## src/rtl/mc_ctrl_pkg.sv

```systemverilog
// Shared encodings for the multi-cycle controller: instruction classes, FSM states
// and the decoder instruction ids the class map understands.
package mc_ctrl_pkg;

  localparam int CLS_BITS = 4;
  localparam int ID_W     = 6;

  localparam logic [3:0] CLS_NOP     = 4'd0;
  localparam logic [3:0] CLS_ALU_R   = 4'd1;
  localparam logic [3:0] CLS_ALU_I   = 4'd2;
  localparam logic [3:0] CLS_LUI     = 4'd3;
  localparam logic [3:0] CLS_LOAD    = 4'd4;
  localparam logic [3:0] CLS_STORE   = 4'd5;
  localparam logic [3:0] CLS_BRANCH  = 4'd6;
  localparam logic [3:0] CLS_JUMP    = 4'd7;
  localparam logic [3:0] CLS_JAL     = 4'd8;
  localparam logic [3:0] CLS_JR      = 4'd9;
  localparam logic [3:0] CLS_ILLEGAL = 4'd15;

  localparam logic [2:0] ST_FETCH  = 3'd0;
  localparam logic [2:0] ST_DECODE = 3'd1;
  localparam logic [2:0] ST_EXEC   = 3'd2;
  localparam logic [2:0] ST_MEM    = 3'd3;
  localparam logic [2:0] ST_WB     = 3'd4;
  localparam logic [2:0] ST_TRAP   = 3'd7;

  // Decoder instruction ids; anything not listed maps to CLS_ILLEGAL.
  localparam logic [ID_W-1:0] ID_NOP  = 6'd0;
  localparam logic [ID_W-1:0] ID_ADDU = 6'd1;
  localparam logic [ID_W-1:0] ID_SUBU = 6'd2;
  localparam logic [ID_W-1:0] ID_ORI  = 6'd3;
  localparam logic [ID_W-1:0] ID_LUI  = 6'd4;
  localparam logic [ID_W-1:0] ID_LW   = 6'd5;
  localparam logic [ID_W-1:0] ID_SW   = 6'd6;
  localparam logic [ID_W-1:0] ID_BEQ  = 6'd7;
  localparam logic [ID_W-1:0] ID_J    = 6'd8;
  localparam logic [ID_W-1:0] ID_JAL  = 6'd9;
  localparam logic [ID_W-1:0] ID_JR   = 6'd10;
  localparam logic [ID_W-1:0] ID_ADDI = 6'd11;

endpackage

```

## src/rtl/mc_ctrl.sv

```systemverilog
// Multi-cycle MIPS sequencing FSM: datapath strobes, memory req/ack, retired counter.
// 2-5 cycles per instruction; im_ack/dm_ack waits stretch FETCH/MEM one cycle each.
module mc_ctrl
  import mc_ctrl_pkg::*;
#(
  parameter int CLS_W = 4,
  parameter int CNT_W = 32
) (
  input  logic             clk,
  input  logic             rst,
  input  logic [CLS_W-1:0] cls,
  input  logic             im_ack,
  input  logic             dm_ack,
  output logic             im_req,
  output logic             dm_req,
  output logic             dm_we,
  output logic             ir_we,
  output logic             ab_we,
  output logic             alu_we,
  output logic             mdr_we,
  output logic             grf_we,
  output logic             pc_we,
  output logic             trap,
  output logic [2:0]       state,
  output logic [CNT_W-1:0] retired
);

  logic [2:0]       stateQ;
  logic [2:0]       stateNext;
  logic [CNT_W-1:0] retiredQ;

  always_comb begin
    stateNext = stateQ;
    im_req    = 1'b0;
    dm_req    = 1'b0;
    dm_we     = 1'b0;
    ir_we     = 1'b0;
    ab_we     = 1'b0;
    alu_we    = 1'b0;
    mdr_we    = 1'b0;
    grf_we    = 1'b0;
    pc_we     = 1'b0;
    case (stateQ)
      ST_FETCH: begin
        im_req = 1'b1;
        if (im_ack) begin
          ir_we     = 1'b1;
          stateNext = ST_DECODE;
        end
      end
      ST_DECODE: begin
        ab_we = 1'b1;
        case (cls)
          CLS_NOP, CLS_BRANCH, CLS_JUMP, CLS_JR: begin
            pc_we     = 1'b1;
            stateNext = ST_FETCH;
          end
          CLS_JAL:                                            stateNext = ST_WB;
          CLS_ALU_R, CLS_ALU_I, CLS_LUI, CLS_LOAD, CLS_STORE: stateNext = ST_EXEC;
          default:                                            stateNext = ST_TRAP;
        endcase
      end
      ST_EXEC: begin
        alu_we = 1'b1;
        case (cls)
          CLS_LOAD, CLS_STORE:           stateNext = ST_MEM;
          CLS_ALU_R, CLS_ALU_I, CLS_LUI: stateNext = ST_WB;
          default:                       stateNext = ST_TRAP;
        endcase
      end
      ST_MEM: begin
        dm_req = 1'b1;
        dm_we  = (cls == CLS_STORE);
        if (dm_ack && cls == CLS_STORE) begin
          pc_we     = 1'b1;
          stateNext = ST_FETCH;
        end else if (dm_ack && cls == CLS_LOAD) begin
          mdr_we    = 1'b1;
          stateNext = ST_WB;
        end
      end
      // JAL also lands here: PC takes the jump target while GRF takes PC+4.
      ST_WB: begin
        grf_we    = 1'b1;
        pc_we     = 1'b1;
        stateNext = ST_FETCH;
      end
      ST_TRAP: stateNext = ST_TRAP;
      default: stateNext = ST_TRAP;
    endcase

    // A reset cycle must never leak a partial write into GRF, DM or PC.
    if (rst) begin
      im_req = 1'b0;
      dm_req = 1'b0;
      dm_we  = 1'b0;
      ir_we  = 1'b0;
      ab_we  = 1'b0;
      alu_we = 1'b0;
      mdr_we = 1'b0;
      grf_we = 1'b0;
      pc_we  = 1'b0;
    end
  end

  always_ff @(posedge clk) begin
    if (rst) begin
      stateQ   <= ST_FETCH;
      retiredQ <= '0;
    end else begin
      stateQ <= stateNext;
      if (pc_we) retiredQ <= retiredQ + CNT_W'(1);
    end
  end

  assign trap    = (stateQ == ST_TRAP);
  assign state   = stateQ;
  assign retired = retiredQ;

endmodule

```

## config.mk

```make
export PLATFORM = sky130hd
export DESIGN_NAME = mc_ctrl
export DESIGN_NICKNAME = d
export VERILOG_FILES = /design/src/rtl/mc_ctrl_pkg.sv /design/src/rtl/mc_ctrl.sv
export SDC_FILE = /design/constraint.sdc
export NUM_CORES = 1
export LEC_CHECK = 0
export ABC_AREA = 1
export CAP_MARGIN = 40
export CORE_AREA = 5 5 83 85
export DETAILED_ROUTE_END_ITERATION = 16
export DIE_AREA = 0 0 88 90
export GPL_TIMING_DRIVEN = 0
export SYNTH_ARGS = -nofsm -noshare
export SYNTH_HDL_FRONTEND = slang
export SYNTH_SLANG_ARGS = --single-unit
export TNS_END_PERCENT = 100
```

## constraint.sdc

```tcl
create_clock -name clk -period 1.95 [get_ports clk]
set_input_delay 0.39 -clock clk [delete_from_list [all_inputs] [get_ports clk]]
set_output_delay 0.39 -clock clk [all_outputs]
set_load 0.005 [all_outputs]
```

==> impl_summary.md <==
Run status
The run finished with clean final reports.

Critical path
The worst register-to-register path begins at retired[2]. Along the worst path, the maximum fanout reaches 3. The category of the critical setup timing path is input pin to primary output.

Walking the worst path, the cells encountered are dlygate4sd2_1, inv_1, nor2_4, nand2_2, nor2_4, nand2_2, nand3_4, dlygate4sd2_1. The worst register-to-register path has a depth of 7. The slack of the worst reg-to-reg path is 0.17 ns. The endpoint of the most critical register-to-register path is retired[17]. The worst setup path is launched from an input pin.

The maximum cell stage delay along the critical path is 0.25 ns. The required time reported for the critical path endpoint is 1.56 ns. The kind of cell adding the most delay to the critical path is buffers and inverters. On the critical path, the stage with the largest delay is an instance of dlygate4sd2_1. The worst path arrival time is between 1 and 1.5 ns. Counting both buffers and inverters, the worst setup path holds a total of 3. The kind of capture point of the worst setup path is a primary output.

Floorplan
The initial utilization of the core area, before any placement, comes to 0.382. In this run the vertical extent of the chip is 90 um. 53 I/O pins were placed. The full die area is around 7900 um2. The site row count is 29.

The die is 88 um wide. The region available for standard cell placement spans 6130 um2.

CTS
The total CTS buffers is 5. The tree built by TritonCTS fans out to 35 sinks. Counting along the longest clock path gives a buffer depth of 2.

The clock latency on the worst-skew pair is 0.30 ns. For this design, the CTS-stage hold fixing added 0 buffers. After clock tree synthesis, the clock-pin slew on the worst setup and hold paths is 0.08 ns. The cell at the root of the clock tree is clkbuf_8. The number of H-tree branching levels is 2. TritonCTS built the clock tree.

Routing
In the routed design, unresolved DRC markers number 0. After detailed routing, the total wire length is 6950 um. The final routed wire length divided by cell count is 12.3 um. The post-detailed-route count of antenna-violating nets is 0. The total number of vias is 2673. The pre-antenna-repair detailed-routing pass consisted of 4 iterations.

Using the TritonRoute via totals, the vias-per-cell ratio works out to ~4.7. The number of DRC markers in iteration 0 is 151.

Place
The placer congestion estimate is 0.862. After detailed placement, the total cell area comes to 2960 um2. The number of placed instances, taps included, is 549. The count of port buffers added during placement is 52. The HPWL after detailed placement is 5210 um.

Yosys
The synthesized area per cell is 5.57 um2. The share of the Yosys chip area taken by registers is 0.299. The post-synthesis register bit count is 35. The synthesis warning total is 0. The synthesized instance count is 420. In this run, distinct cell masters in the synthesized netlist total 24. The total nets after synthesis is 429.

The mapped cell area is around 2300 um2.

Timing
The number of hold violations in the final report is 0. After layout, the minimum clock period comes to between 1.5 and 2 ns. The final max-slew violation count is 0. Setup repair after global routing could not meet its margin everywhere. At the pin with the least slew margin, the transition time is 0.588 ns. The worst clock skew on the final layout is approximately 0.0035 ns. The upper clock frequency limit is roughly 540 MHz. After routing, the total negative slack on setup checks comes to 0 ns. The count of final setup violators is 0. The normalized max-slew margin is 0.608. The share of the clock period used by the worst path after layout is 0.944.

Finish
At the end of the flow the core is filled with cells to 0.524. From synthesis to final layout, the design area changed by 37.4%. The finished cells cover 3220 um2. The number of antenna diodes in the final layout is 0. The final cell count without fillers is 564. The fraction of final layout cells sized beyond drive strength 1 is 0.0965. The net total in the final layout is 495.

Worst hold path
The tightest min-delay check is of the flip-flop to flip-flop type. The cell depth of the worst min-delay path is 2. The end point of the worst hold path is retired[31].

The launch point of the worst hold path is retired[31].

Global route
The total overflow left after global routing is 0. The number of global-route vias before repair is 2470. The layer with the highest usage is met2.

Entering global routing, the biggest net connects 19 pins. The initial antenna violation count is 0. For met3 alone, demand over resource in global routing was 0.0393.

For this run, the total global-route usage over all layers was measured as 0.182. For met1 alone, demand over resource in global routing was 0.239. The first global-routing pass estimated roughly 12000 um of wire.

The fraction of met2 tracks used by global routing is 0.295.

Pwr
In this run the static leakage power is between 1 and 1.5 nW. The power density over cell area is between 700 and 800 nW/um2. VDD sags by at most around 0.00056 V.

Flow run
Across the run, the number of max-cap violations was 0.
layout by cell type, fill, tap and decap left out:
cell type,count
a21oi_1,26
a31oi_1,1
buf_2,2
buf_4,12
buf_6,2
bufinv_16,2
clkbuf_1,1
clkbuf_8,5
clkdlybuf4s50_1,38
clkinvlp_4,1
dfxtp_1,32
dfxtp_2,2
dfxtp_4,1
dlygate4sd2_1,10
dlymetal6s2s_1,3
ha_1,1
inv_1,44
inv_2,3
inv_4,1
nand2_1,165
nand2_2,4
nand3_1,16
nand3_4,2
nand4_1,3
nor2_1,79
nor2_2,4
nor2_4,4
nor3_1,5
nor3_2,2
nor4_1,1
o21ai_0,4
xnor2_1,4
xor2_1,7
worst reg2reg max path, cell delays in order (launching register included):
cell	delay (ns)
dfxtp_1	0.44
nand3_1	0.16
nor2_1	0.32
nand2_1	0.21
nor3_1	0.28
nand2_1	0.12
nor2_1	0.10
nor2_1	0.05
stage by stage:
stage / power [mW] / hold WS [ns] / worst slack (ns)
floorplan: 1.17 / 0.485 / 0.435
global route: 2.48 / 0.540 / -0.0120
CTS: 2.34 / 0.509 / -0.0256
detailed placement: 1.43 / 0.495 / -0.761
global placement: 1.44 / 0.494 / -0.751
finish: 2.34 / 0.511 / 0.109
metal layers:
layer / routed length [um] / up-vias
met1: 3170 / 1175
li1: - / 1411
met3: 489 / 8
met2: 3220 / 79
met5: 0 / -
met4: 73 / 0
area by class of cell:
type | count | area [um2]
buffer | 8 | 61.3
clock inverter | 3 | 67.6
inverter | 48 | 183
fill | 632 | 2920
sequential | 35 | 707
tap | 77 | 96.3
timing repair buffer | 60 | 571
multi-input combinational | 328 | 1460
clock buffer | 5 | 68.8
registers in the layout, summed over array words and instances, names as in the netlist:
register  flops
retired      32
state         3
repair_timing:
action                                  4_1_cts  5_1_grt
gates resized for setup                      36        8
pin swaps                                     8        0
endpoints found under the setup margin        9       13
buffers inserted                              7        1
cloned                                        0        0
cells by family (layout without fill, tap and decap cells):
| logic type | Yosys count | after routing | synth area share |
|---|---|---|---|
| AO/OA/AOI/OAI | 31 | 31 | 0.0668 |
| XOR/XNOR | 11 | 11 | 0.0412 |
| adder cells (fa/ha/maj) | 1 | 1 | 0.00534 |
| buffers and inverters | 57 | 124 | 0.102 |
| flip-flops | 35 | 35 | 0.299 |
| AND/OR/NAND/NOR | 285 | 285 | 0.485 |
how the worst max path moves through the flow:
stage	depth (start not counted)	endpoint	slack (ns)	from
2_1_floorplan	7	pc_we	0.44	cls[2]
3_3_place_gp	8	pc_we	-0.75	cls[3]
3_5_place_dp	8	pc_we	-0.76	cls[3]
4_1_cts	7	pc_we	-0.03	cls[1]
5_1_grt	6	pc_we	-0.01	state[0]
6_report	8	pc_we	0.11	cls[2]
report_power, final:
| part | leakage, nW | internal [mW] | switching, mW |
|---|---|---|---|
| Clock | 0.0644 | 0.510 | 0.303 |
| Sequential | 0.284 | 0.764 | 0.0750 |
| Combinational | 0.931 | 0.310 | 0.376 |
synthesized netlist by cell type:
library cell    n  area share
nand3_4         1      0.0075
xnor2_1         4       0.015
buf_4           4       0.013
nor4_1          1      0.0027
buf_2           2      0.0043
buf_1           1      0.0016
clkbuf_1        1      0.0016
dfxtp_1        35        0.30
nor2_1         86        0.14
buf_6           1      0.0048
inv_2           2      0.0032
ha_1            1      0.0053
xor2_1          7       0.026
nand2_1       167        0.27
a21oi_1        26       0.056
nand3_1        17       0.036
nor3_2          1      0.0043
nor3_1          6       0.013
nand2_2         2      0.0053
a31oi_1         1      0.0027
nand4_1         3      0.0080
inv_1          46       0.074
o21ai_0         4      0.0086
nor2_2          1      0.0027
(Power assumes the default switching activity.)
